`src/rtl/seg_scan_driver.sv`:
```
// ---------------------------------------------------------------------------
// seg_scan_driver
//
// Time-multiplexed driver for two 4-digit 7-segment groups. One digit
// position is scanned per scan tick. Each position drives one digit of the
// low group (digits 3..0 on seg_30) and one digit of the high group
// (digits 7..4 on seg_74) at the same time.
//
// All display inputs (nibbles, blank/blink/dp masks) are copied into shadow
// registers once per frame, so a digit never shows a mix of old and new
// data within one frame. A frame is four scan ticks.
//
// Parameters
//   CLK_DIV       clk cycles per scan tick (>= 2)
//   BLINK_FRAMES  frames per blink half-period (>= 1)
//
// Ports
//   clk           system clock, all state on rising edge
//   buttom_rst    asynchronous active-low reset
//   sign7..sign0  hex nibble per digit, sign7 leftmost
//   blank         bit i = 1: digit i dark
//   blink         bit i = 1: digit i dark while blink phase is 1
//   dp            bit i = 1: decimal point of digit i lit
//   disp_en       0 forces every digit enable off from the next clk edge
//   tub           digit enables, active-high, bit i = digit i
//   seg_74        segments {a,b,c,d,e,f,g,dp} of the lit digit in tub[7:4]
//   seg_30        segments {a,b,c,d,e,f,g,dp} of the lit digit in tub[3:0]
// ---------------------------------------------------------------------------
module seg_scan_driver #(
    parameter int unsigned CLK_DIV      = 100000,
    parameter int unsigned BLINK_FRAMES = 125
) (
    input  logic       clk,
    input  logic       buttom_rst,
    input  logic [3:0] sign7,
    input  logic [3:0] sign6,
    input  logic [3:0] sign5,
    input  logic [3:0] sign4,
    input  logic [3:0] sign3,
    input  logic [3:0] sign2,
    input  logic [3:0] sign1,
    input  logic [3:0] sign0,
    input  logic [7:0] blank,
    input  logic [7:0] blink,
    input  logic [7:0] dp,
    input  logic       disp_en,
    output logic [7:0] tub,
    output logic [7:0] seg_74,
    output logic [7:0] seg_30
);

    localparam int unsigned DIV_W = (CLK_DIV > 2) ? $clog2(CLK_DIV) : 1;
    localparam int unsigned FRM_W = (BLINK_FRAMES > 2) ? $clog2(BLINK_FRAMES) : 1;

    localparam logic [DIV_W-1:0] DIV_LAST = DIV_W'(CLK_DIV - 1);
    localparam logic [FRM_W-1:0] FRM_LAST = FRM_W'(BLINK_FRAMES - 1);

    // Hex digit to segments {a,b,c,d,e,f,g}; the dp bit is appended separately.
    function automatic logic [6:0] decode_hex(input logic [3:0] nib);
        logic [6:0] s;
        case (nib)
            4'h0: s = 7'h7E;
            4'h1: s = 7'h30;
            4'h2: s = 7'h6D;
            4'h3: s = 7'h79;
            4'h4: s = 7'h33;
            4'h5: s = 7'h5B;
            4'h6: s = 7'h5F;
            4'h7: s = 7'h70;
            4'h8: s = 7'h7F;
            4'h9: s = 7'h7B;
            4'hA: s = 7'h77;
            4'hB: s = 7'h1F;
            4'hC: s = 7'h4E;
            4'hD: s = 7'h3D;
            4'hE: s = 7'h4F;
            default: s = 7'h47;
        endcase
        return s;
    endfunction

    // -----------------------------------------------------------------------
    // State
    // -----------------------------------------------------------------------
    logic [DIV_W-1:0] div_q, div_d;
    logic [1:0]       idx_q, idx_d;
    logic [FRM_W-1:0] frame_cnt_q, frame_cnt_d;
    logic             phase_q, phase_d;
    logic             disp_en_q, disp_en_d;

    logic [7:0][3:0]  sh_sign_q, sh_sign_d;
    logic [7:0]       sh_blank_q, sh_blank_d;
    logic [7:0]       sh_blink_q, sh_blink_d;
    logic [7:0]       sh_dp_q, sh_dp_d;

    logic [7:0]       tub_q, tub_d;
    logic [7:0]       seg_74_q, seg_74_d;
    logic [7:0]       seg_30_q, seg_30_d;

    logic [7:0][3:0]  sign_in;
    logic             tick;
    logic             frame_wrap;

    logic [2:0]       dig_lo;
    logic [2:0]       dig_hi;
    logic             dark_lo;
    logic             dark_hi;
    logic [6:0]       dec_lo;
    logic [6:0]       dec_hi;

    assign sign_in = {sign7, sign6, sign5, sign4, sign3, sign2, sign1, sign0};

    assign tick       = (div_q == DIV_LAST);
    assign frame_wrap = tick && (idx_q == 2'd3);

    // -----------------------------------------------------------------------
    // Next-state logic
    // -----------------------------------------------------------------------
    // NOTE: every variable assigned here gets a default first so no path
    // leaves it unassigned; otherwise synthesis would infer a latch.
    always_comb begin
        div_d       = tick ? '0 : div_q + 1'b1;
        idx_d       = tick ? idx_q + 2'd1 : idx_q;
        frame_cnt_d = frame_cnt_q;
        phase_d     = phase_q;
        disp_en_d   = disp_en;

        sh_sign_d   = sh_sign_q;
        sh_blank_d  = sh_blank_q;
        sh_blink_d  = sh_blink_q;
        sh_dp_d     = sh_dp_q;

        // Frame boundary: latch a coherent copy of all display inputs and
        // advance the blink timebase.
        if (frame_wrap) begin
            sh_sign_d  = sign_in;
            sh_blank_d = blank;
            sh_blink_d = blink;
            sh_dp_d    = dp;
            if (frame_cnt_q == FRM_LAST) begin
                frame_cnt_d = '0;
                phase_d     = ~phase_q;
            end else begin
                frame_cnt_d = frame_cnt_q + 1'b1;
            end
        end

        // Outputs for the tick are built from the post-tick position,
        // shadow and phase so the new frame is visible on its first digit.
        dig_lo  = {1'b0, idx_d};
        dig_hi  = {1'b1, idx_d};
        dark_lo = sh_blank_d[dig_lo] | (sh_blink_d[dig_lo] & phase_d);
        dark_hi = sh_blank_d[dig_hi] | (sh_blink_d[dig_hi] & phase_d);
        dec_lo  = decode_hex(sh_sign_d[dig_lo]);
        dec_hi  = decode_hex(sh_sign_d[dig_hi]);

        tub_d    = tub_q;
        seg_74_d = seg_74_q;
        seg_30_d = seg_30_q;

        if (tick) begin
            tub_d         = '0;
            tub_d[dig_lo] = disp_en_d & ~dark_lo;
            tub_d[dig_hi] = disp_en_d & ~dark_hi;
            seg_30_d      = dark_lo ? 8'h00 : {dec_lo, sh_dp_d[dig_lo]};
            seg_74_d      = dark_hi ? 8'h00 : {dec_hi, sh_dp_d[dig_hi]};
        end

        // Display disable acts on the very next edge, independent of ticks;
        // segments keep their value so re-enable is clean at the next tick.
        if (!disp_en_d) begin
            tub_d = '0;
        end
    end

    // -----------------------------------------------------------------------
    // Registers
    // -----------------------------------------------------------------------
    // NOTE: sequential state uses non-blocking assignments so every register
    // samples the pre-edge values regardless of statement order.
    always_ff @(posedge clk or negedge buttom_rst) begin
        if (!buttom_rst) begin
            div_q       <= '0;
            idx_q       <= 2'd3;   // first tick is then a frame wrap
            frame_cnt_q <= '0;
            phase_q     <= 1'b0;
            disp_en_q   <= 1'b0;
            sh_sign_q   <= '0;
            sh_blank_q  <= '0;
            sh_blink_q  <= '0;
            sh_dp_q     <= '0;
            tub_q       <= '0;
            seg_74_q    <= '0;
            seg_30_q    <= '0;
        end else begin
            div_q       <= div_d;
            idx_q       <= idx_d;
            frame_cnt_q <= frame_cnt_d;
            phase_q     <= phase_d;
            disp_en_q   <= disp_en_d;
            sh_sign_q   <= sh_sign_d;
            sh_blank_q  <= sh_blank_d;
            sh_blink_q  <= sh_blink_d;
            sh_dp_q     <= sh_dp_d;
            tub_q       <= tub_d;
            seg_74_q    <= seg_74_d;
            seg_30_q    <= seg_30_d;
        end
    end

    assign tub    = tub_q;
    assign seg_74 = seg_74_q;
    assign seg_30 = seg_30_q;

    // disp_en_q mirrors the sampled enable; the enable path itself uses the
    // value being sampled so the force-off lands on the next edge.
    logic unused_ok;
    assign unused_ok = disp_en_q;

endmodule

```
`config.mk`:
```
export PLATFORM = sky130hd
export DESIGN_NAME = seg_scan_driver
export DESIGN_NICKNAME = d
export VERILOG_FILES = /design/src/rtl/seg_scan_driver.sv
export SDC_FILE = /design/constraint.sdc
export NUM_CORES = 1
export LEC_CHECK = 0
export CORE_ASPECT_RATIO = 1.1
export CORE_UTILIZATION = 65
export DETAILED_ROUTE_END_ITERATION = 16
export DONT_BUFFER_PORTS = 1
export PLACE_DENSITY = 0.81
export SLEW_MARGIN = 10
export SYNTH_ARGS = -nofsm -noshare
export SYNTH_HDL_FRONTEND = slang
export SYNTH_SLANG_ARGS = --single-unit
```
`constraint.sdc`:
```
create_clock -name clk -period 8.3 [get_ports clk]
set_input_delay 1.66 -clock clk [delete_from_list [all_inputs] [get_ports clk]]
set_output_delay 1.66 -clock clk [all_outputs]
set_load 0.02 [all_outputs]
```
==> out/qor.csv, run 1 <==
metric;value;unit
relSlewSlack;23.1;%
worstHoldPathType;flop to flop;
avgRoutedWirePerCell;19.5;um
grt_max_degree;108;
max_slew.worst_pin.slew;1150;ps
synth.distinct_cells;66;
antenna_found_initial;0;
postSynthCellCount;596;
p_switching;0.190;mW
worstPathRequired;8610;ps
critPathMaxFanout;60;
htreeDepth;3;
maxCapViolations;0;
r2r_cells;11;
final_area;5970;sq um
cts_buffers;9;
antenna_left;0;
routed_via_density;6.36;
crit_start;div_q[6];
synth_ff_type;dfrtp_1;
synth.avg_cell_area;9.69;sq um
start_util;68.0;%
comb_power_share;2.0;%
cts_root_buf;clkbuf_8;
hold_start;sh_dp_q[2];
min_period;4860;ps
rsz0062_at_grt;false;
grt_pass1_wl;21500;um
final_max_slew_viol_count;0;
yosys_warnings;0;
critical_path_class;flop to flop;
gr-total-overflow;0;
r2r_slack;3440;ps
nets;656;
async_reset_ff_share;100;%
outcome;complete, no violations;
fin_worst_skew;12.2;ps
setup_viol;0;
gp_congestion;0.835;
swShare;22.6;%
dp_hpwl;9480;um
rows;35;
clk_pin_slew;100;ps
final_cell_mix;nand2_1 (114), dfrtp_1 (105), nand3_1 (41);
worstReg2RegEnd;seg_74[3];
holdBufCountCts;0;
cts_setup_buffers;0;
timing.final.ws_setup;3440;ps
grt_pass1_vias;4267;
ys_ff_latch;107;
hold_viol;0;
num_vias;4440;
drive_gt1_share;8.53;%
core;8500;sq um
max_freq;206;MHz
max-clock-path-buffers;2;
firstDrtPassIters;5;
leakage;2.62;nW
placed_cell_area;5790;sq um
seqPwrFrac;62.4;%
ios;83;
clk_latency;380;ps
port_buffers;0;
r2r_start;div_q[6];
cp-start-kind;flop;
syn_area;5770;sq um
fp.dieH;101;um
clkSinkCount;107;
finalSetupTns;0;ps
power_frac_clock;35.6;%
synth_edf_count;0;
syn_nets;671;
drtIter0Drc;351;
dieArea;9270;sq um
dp_slack;3500;ps
drc_errors;0;
vdd_drop_max;0.000128;V
cts_tree;done;
total_power;0.839;mW
final_common_cell;nand2_1;
ys_seq_area_share;46.4;%
gr-usage-all-layers;30.4;%
p_int;0.649;mW
syn_to_final_growth;3.45;%
fin_crit_sh;58.5;%
end_kind;flop;
die_x;91.9;um
powerDensity;140;nW/um^2
crit_path_end;seg_74[3];
crit_arrival;5170;ps
ctsResizeCount;0;
wirelength;13600;um
[sequential cells by signal, indices dropped and copies added (netlist names)]
| register | cells |
|---|---|
| sh_sign_q | 32 |
| div_q | 17 |
| seg_30 | 8 |
| seg_74 | 8 |
| sh_blank_q | 8 |
| sh_blink_q | 8 |
| sh_dp_q | 8 |
| tub | 8 |
| frame_cnt_q | 7 |
| idx_q | 2 |
| phase_q | 1 |
[stage by stage]
| step | hold slack (ps) | utilization, % | cells |
|---|---|---|---|
| final | 472 | 70.3 | 698 |
| after global routing | 496 | 70.3 | 697 |
| after CTS | 475 | 70.3 | 697 |
| after detailed placement | 454 | 68.2 | 681 |
| after global placement | 446 | 68.2 | 681 |
| after floorplan | 432 | - | 596 |
[critical path, stage by stage, from the launching register on]
cell and delay, ps:
dfrtp_1 440, or4b_4 590, or4_2 1230, nand3_1 480, a22oi_1 170, a2111oi_2 840, inv_1 160, ha_1 290
inv_1 120, mux2i_1 90, a211oi_1 280, a21o_1 110
[power by group through the flow]
stage / clock (mW) / sequential, mW / combinational, mW
after floorplan: 0 / 0.534 / 0.0141
after global placement: 0 / 0.534 / 0.0160
after detailed placement: 0 / 0.534 / 0.0167
after CTS: 0.303 / 0.524 / 0.0167
after global routing: 0.321 / 0.524 / 0.0186
final: 0.299 / 0.524 / 0.0169
[cell usage after synthesis, types with 3 or more instances]
cell type	instances	area, sq um
and2_1	11	68.8
a211o_1	3	26.3
a21oi_1	11	55.1
xor2_1	10	87.6
o211a_1	3	30.0
a211oi_1	5	37.5
buf_6	3	33.8
o31ai_1	3	22.5
nor3b_1	4	30.0
xnor2_1	7	61.3
a2111oi_4	3	82.6
buf_1	5	18.8
nor2_1	22	82.6
o22ai_1	5	31.3
buf_2	5	25.0
nand2_1	114	428
nand4_1	4	25.0
a22oi_1	13	97.6
nor2b_1	7	43.8
o21ai_0	40	200
a22o_1	5	43.8
and3_1	10	62.6
mux2i_1	19	190
a21o_1	4	30.0
mux2_2	12	135
o21a_1	3	22.5
a32o_1	3	30.0
o211ai_1	4	30.0
dfrtp_1	105	2630
ha_1	16	200
clkbuf_1	14	52.6
nand3_1	41	205
or3_1	3	18.8
buf_4	3	22.5
a2111oi_2	3	45.0
a2111o_1	3	33.8
nor3_1	7	35.0
a31oi_1	5	31.3
o21ai_1	6	30.0
inv_1	18	67.6
nand3b_1	4	30.0
[layout make-up]
class	count	area [sq um]
Timing Repair Buffer	4	30.0
Antenna cell	1	2.50
Clock buffer	11	141
Multi-Input combinational cell	441	2880
Clock inverter	5	37.5
Sequential cell	107	2680
Inverter	18	67.6
Fill cell	683	2520
Tap cell	111	139
[routing by layer]
| layer | part of all wire, % | global-route usage [%] | vias to the layer above |
|---|---|---|---|
| li1 | - | - | 2088 |
| met1 | 43 | 41.1 | 2208 |
| met2 | 49 | 50.3 | 126 |
| met3 | 5.4 | 4.83 | 18 |
| met4 | 1.8 | 10.1 | 0 |
| met5 | 0 | 0 | - |
[cell families (layout without fill, tap and decap cells)]
logic type	Yosys count	count (layout)	share of synthesized area [%]
AND/OR/NAND/NOR	241	241	20.3
AO/OA/AOI/OAI	134	134	17.2
flip-flops	107	107	46.4
buffers and inverters	48	38	3.81
multiplexers	33	33	6.22
XOR/XNOR	17	17	2.58
adder cells (fa/ha/maj)	16	16	3.47
other	0	1	0
[how the worst min path moves through the flow]
stage	to	depth (start not counted)
floorplan	sh_sign_q[6]	2
global placement	sh_blink_q[3]	2
detailed placement	sh_dp_q[2]	2
CTS	sh_dp_q[2]	2
global route	sh_dp_q[2]	2
finish	sh_dp_q[2]	2
No activity file was read; power rests on OpenSTA's default activity.
==> run 2: changes to the inputs <==
- CORE_UTILIZATION: 65 -> 58
- PLACE_DENSITY: 0.81 -> 0.76
- clock period: 8.3 -> 4 ns (I/O delays scaled with it)
==> run 2 against run 1 <==
Clock-buffer cell count down 1. Critical path depth up 1. Fmax up 25%. Wire length up 3.8%. Combinational power up 120%. Critical path type unchanged. Largest cell class unchanged. Largest power group unchanged.
==> out/qor.csv, run 2 (synthesis results as in run 1) <==
metric;value;unit;change
final_max_slew_viol_count;0;;unchanged
rows;37;;was 35
fp.dieH;107;um;was 101 um
nFillCells;760;;was 683
dp_hpwl;9990;um;was 9480 um
routed_via_density;6.27;;was 6.36
slowest_stage;or4_2;;unchanged
worstHoldPathType;input pin to async pin;;was flop to flop
crit_family;simple AND/OR/NAND/NOR gates;;unchanged
drc_errors;0;;unchanged
clk_latency;380;ps;about the same
finalSetupTns;0;ps;unchanged
max_freq;257;MHz;was 206 MHz
max-clock-path-buffers;2;;unchanged
fin_worst_skew;11.8;ps;was 12.2 ps
port_buffers;0;;unchanged
final_cell_mix;nand2_1 (114), dfrtp_1 (105), nand3_1 (41);;unchanged
placed_cell_area;5950;sq um;was 5790 sq um
dieArea;10400;sq um;was 9270 sq um
slowest_delay;760;ps;was 1230 ps
htreeDepth;3;;unchanged
outcome;complete, no violations;;unchanged
cts_tree;done;;unchanged
dp_slack;-25.6;ps;was 3500 ps
clk_pin_slew;100;ps;about the same
antenna_found_initial;0;;unchanged
critical_path_class;flop to flop;;unchanged
largestRegisters;sh_sign_q (32), div_q (17);;unchanged
crit_chain;or4b_4 -> or4_2 -> buf_6 -> nand3b_1 -> buf_4 -> a22oi_1 -> a2111oi_4 -> ha_2 -> inv_1 -> mux2_2 -> mux2i_1 -> o21ai_1;;was or4b_4 -> or4_2 -> nand3_1 -> a22oi_1 -> a2111oi_2 -> inv_1 -> ha_1 -> inv_1 -> mux2i_1 -> a211oi_1 -> a21o_1
powerDensity;300;nW/um^2;was 140 nW/um^2
grt_pass1_wl;23200;um;was 21500 um
drive_gt1_share;12.2;%;was 8.53%
leakage;2.74;nW;was 2.62 nW
start_util;60.8;%;was 68.0%
setup_viol;0;;unchanged
worstPathRequired;4270;ps;was 8610 ps
grt_max_degree;108;;unchanged
timing.final.ws_setup;108;ps;was 3440 ps
end_kind;flop;;unchanged
num_vias;4545;;was 4440
total_power;1.86;mW;was 0.839 mW
drtIter0Drc;298;;was 351
core;9490;sq um;was 8500 sq um
largest_reg_flops;32;;unchanged
clkSinkCount;107;;unchanged
fin_crit_sh;97.3;%;was 58.5%
gp_congestion;0.924;;was 0.835
top_register;sh_sign_q;;unchanged
hold_viol;0;;unchanged
multi_input_area;2890;sq um;was 2880 sq um
holdBufCountCts;0;;unchanged
relSlewSlack;41.3;%;was 23.1%
min_period;3890;ps;was 4860 ps
firstDrtPassIters;5;;unchanged
n_antenna_cell;0;;was 1
die_x;97.1;um;was 91.9 um
antenna_left;0;;unchanged
vdd_drop_max;0.000211;V;was 0.000128 V
syn_to_final_growth;7.41;%;was 3.45%
critPathMaxFanout;35;;was 60
ios;83;;unchanged
maxCapViolations;0;;unchanged
nets;678;;was 656
avgRoutedWirePerCell;19.5;um;about the same
gr-total-overflow;0;;unchanged
crit_arrival;4160;ps;was 5170 ps
cts_root_buf;clkbuf_8;;unchanged
wirelength;14100;um;was 13600 um
cp-start-kind;flop;;unchanged
gr-usage-all-layers;28.6;%;was 30.4%
cp_num_buf_inv;3;;was 2
max_slew.worst_pin.slew;879;ps;was 1150 ps
final_common_cell;nand2_1;;unchanged
final_util;65.4;%;was 70.3%
grt_pass1_vias;4581;;was 4267
final_area;6200;sq um;was 5970 sq um
cts_buffers;9;;unchanged
register_area;2680;sq um;unchanged
run 2: cell count changes in the layout (fill, tap and decap cells not counted), moves of 2 or more:
cell       delta
buf_4        +21
o21ai_0       -4
o21ai_1       +4
bufinv_16     +2
run 2: final cells by class:
cell class / count / area share (%)
flip-flops and latches: 107 / 43.2
clock buffers: 10 / 2.06
well taps: 117 / 2.36
inverters: 18 / 1.09
repair buffers: 26 / 3.21
multi-input cells: 441 / 46.6
clock inverters: 6 / 1.43
run 2: path summary, 6_finish.rpt:
kind                                  from              to  slack (ps)  cells past startpoint
worst max-delay path              div_q[6]       seg_74[4]         110                     12
worst min-delay path            buttom_rst  frame_cnt_q[0]         100                      0
min in group clk                sh_dp_q[5]      sh_dp_q[5]         480                      2
worst min register to register  sh_dp_q[5]      sh_dp_q[5]         480                      2
max in group asynchronous       buttom_rst        idx_q[0]        3670                      0
worst max register to register    div_q[6]       seg_74[4]         110                     12
run 2: through the flow:
| step | std cells | hold slack, ps |
|---|---|---|
| detailed placement | 707 | 454 |
| finish | 725 | 103 |
| global placement | 707 | 447 |
| global route | 725 | 83.6 |
| floorplan | 596 | 432 |
| CTS | 723 | 95.4 |
run 2: metal layers:
layer	vias to the layer above	wire length (um)	global-route usage (%)
li1	2123	-	-
met1	2234	5980	37.0
met2	160	6990	47.3
met3	28	883	5.74
met4	0	291	11.6
met5	-	0	0
run 2: worst reg2reg max path, stage by stage (launching register included):
cell       delay (ps)
dfrtp_1           440
or4b_4            590
or4_2             760
buf_6             240
nand3b_1          170
buf_4             170
a22oi_1           130
a2111oi_4         440
ha_2              280
inv_1              80
mux2_2            270
mux2i_1           150
o21ai_1            70
run 2: what timing repair did:
item	CTS	global route
setup buffers	0	2
pin swaps	0	3
gates resized for setup	1	8
setup endpoints to repair	3	14
run 2: power breakdown:
part	total, mW	switching, mW	internal, mW	leakage (nW)
clock	0.734	0.380	0.354	0.103
sequential	1.09	0.00115	1.09	1.20
combinational	0.0376	0.0198	0.0178	1.44
total	1.86	0.401	1.46	2.74
==> run 3: changes to the inputs <==
--- a/constraint.sdc
+++ b/constraint.sdc
@@ -3,2 +3,2 @@
 set_output_delay 0.8 -clock clk [all_outputs]
-set_load 0.02 [all_outputs]
+set_load 0.05 [all_outputs]
==> run 3 against run 2 <==
Wire length increased by 0.95%. Clock power increased by 6.3%. Die area unchanged. Design area increased by 0.75%. Critical path depth unchanged. Non-clock buffer count increased by 2. Combinational power increased by 5%. Global-route usage increased by 0.22 points. Largest power group unchanged.
==> out/qor.csv, run 3 (synthesis results as in run 1) <==
metric;value;unit;change
rsz0062_at_grt;false;;
cts_root_buf;clkbuf_8;;unchanged
max-clock-path-buffers;2;;unchanged
dieArea;10400;sq um;unchanged
avgRoutedWirePerCell;19.6;um;was 19.5 um
setup_viol;0;;unchanged
cts_tree;done;;unchanged
drc_errors;0;;unchanged
leakage;2.78;nW;was 2.74 nW
outcome;complete, no violations;;unchanged
gr-usage-all-layers;28.8;%;was 28.6%
clk_latency;390;ps;was 380 ps
maxCapViolations;0;;unchanged
clkSinkCount;107;;unchanged
largest_reg_flops;32;;unchanged
crit_arrival;4100;ps;was 4160 ps
vdd_drop_max;0.000263;V;was 0.000211 V
rows;37;;unchanged
dp_cells;707;;unchanged
final_max_slew_viol_count;0;;unchanged
worstHoldPathType;input pin to async pin;;unchanged
start_util;60.8;%;unchanged
final_cell_mix;nand2_1 (113), dfrtp_1 (105), nand3_1 (41);;was nand2_1 (114), dfrtp_1 (105), nand3_1 (41)
die_x;97.1;um;unchanged
core;9490;sq um;unchanged
stdcell_count;727;;was 725
port_buffers;0;;unchanged
grt_pass1_vias;4679;;was 4581
register_area;2680;sq um;unchanged
fp.dieH;107;um;unchanged
multi_input_area;2900;sq um;was 2890 sq um
drtIter0Drc;342;;was 298
firstDrtPassIters;5;;unchanged
ios;83;;unchanged
dp_hpwl;10100;um;was 9990 um
drive_gt1_share;12.8;%;was 12.2%
nFillCells;739;;was 760
critPathMaxFanout;8;;was 35
worstPathRequired;4330;ps;was 4270 ps
hold_viol;0;;unchanged
holdBufCountCts;0;;unchanged
relSlewSlack;41.4;%;was 41.3%
cts_buffers;9;;unchanged
max_slew.worst_pin.slew;879;ps;about the same
wirelength;14300;um;was 14100 um
final_common_cell;nand2_1;;unchanged
critical_path_class;flop to flop;;unchanged
syn_to_final_growth;8.21;%;was 7.41%
num_vias;4587;;was 4545
min_period;3770;ps;was 3890 ps
max_freq;265;MHz;was 257 MHz
cp-start-kind;flop;;unchanged
clk_pin_slew;100;ps;about the same
htreeDepth;3;;unchanged
grt_pass1_wl;23400;um;was 23200 um
placed_cell_area;5950;sq um;unchanged
nets;680;;was 678
gp_congestion;0.923;;was 0.924
antenna_left;0;;unchanged
grt_max_degree;108;;unchanged
routed_via_density;6.31;;was 6.27
antenna_found_initial;0;;unchanged
final_area;6250;sq um;was 6200 sq um
powerDensity;305;nW/um^2;was 300 nW/um^2
n_antenna_cell;0;;unchanged
fin_worst_skew;15.0;ps;was 11.8 ps
largestRegisters;sh_sign_q (32), div_q (17);;unchanged
end_kind;flop;;unchanged
top_register;sh_sign_q;;unchanged
fin_crit_sh;94.3;%;was 97.3%
gr-total-overflow;0;;unchanged
run 3: path summary, 6_finish.rpt:
path,from,to,slack [ps],depth (start not counted)
max in group asynchronous,buttom_rst,idx_q[0],3680,0
min in group clk,sh_blank_q[7],sh_blank_q[7],480,2
worst max register to register,div_q[6],seg_74[3],230,12
worst min-delay path,buttom_rst,frame_cnt_q[5],100,0
worst max-delay path,div_q[6],seg_74[3],230,12
worst min register to register,sh_blank_q[7],sh_blank_q[7],480,2
run 3: power by group:
part | switching (mW) | internal, mW
Combinational | 0.0214 | 0.0181
Sequential | 0.00137 | 1.09
Clock | 0.389 | 0.391
Total | 0.412 | 1.49
run 3: timing repair:
action,in CTS,in global routing
gates resized for setup,1,9
pin swaps,1,1
setup endpoints to repair,3,15
buffers inserted,2,2
run 3: area by class of cell:
cell class                 count  area share [%]
inverter                      18            1.08
timing repair buffer          28            3.48
clock inverter                 5            1.32
multi-input combinational    441            46.5
sequential                   107            42.9
clock buffer                  11            2.42
tap                          117            2.34
run 3: stage by stage:
stage	hold WS [ps]	utilization [%]	setup slack, ps	total power [mW]	setup TNS [ps]
finish	104	65.8	227	1.91	0
global route	85.7	65.8	27.9	1.95	0
CTS	89.5	65.4	72.7	1.91	0
detailed placement	454	62.7	-68.9	1.15	-108
global placement	447	62.7	170	1.14	0
floorplan	432	-	367	1.14	0
run 3: layer usage:
layer  track usage [%]  wire length (um)  up-vias
li1                  -                 -     2136
met1              37.2              5990     2259
met2              48.1              7080      159
met3              3.78               763       33
met4              14.1               442        0
met5                 0                 0        -
run 3: critical path, stage by stage (launching register included):
cell and delay (ps):
dfrtp_1 440, or4b_4 590, nor4_4 500, nand2_2 270, mux2_2 370, a2111oi_2 430
buf_4 230, inv_1 70, ha_1 230, inv_1 100, mux2i_1 110, a211oi_2 270
a21o_1 100
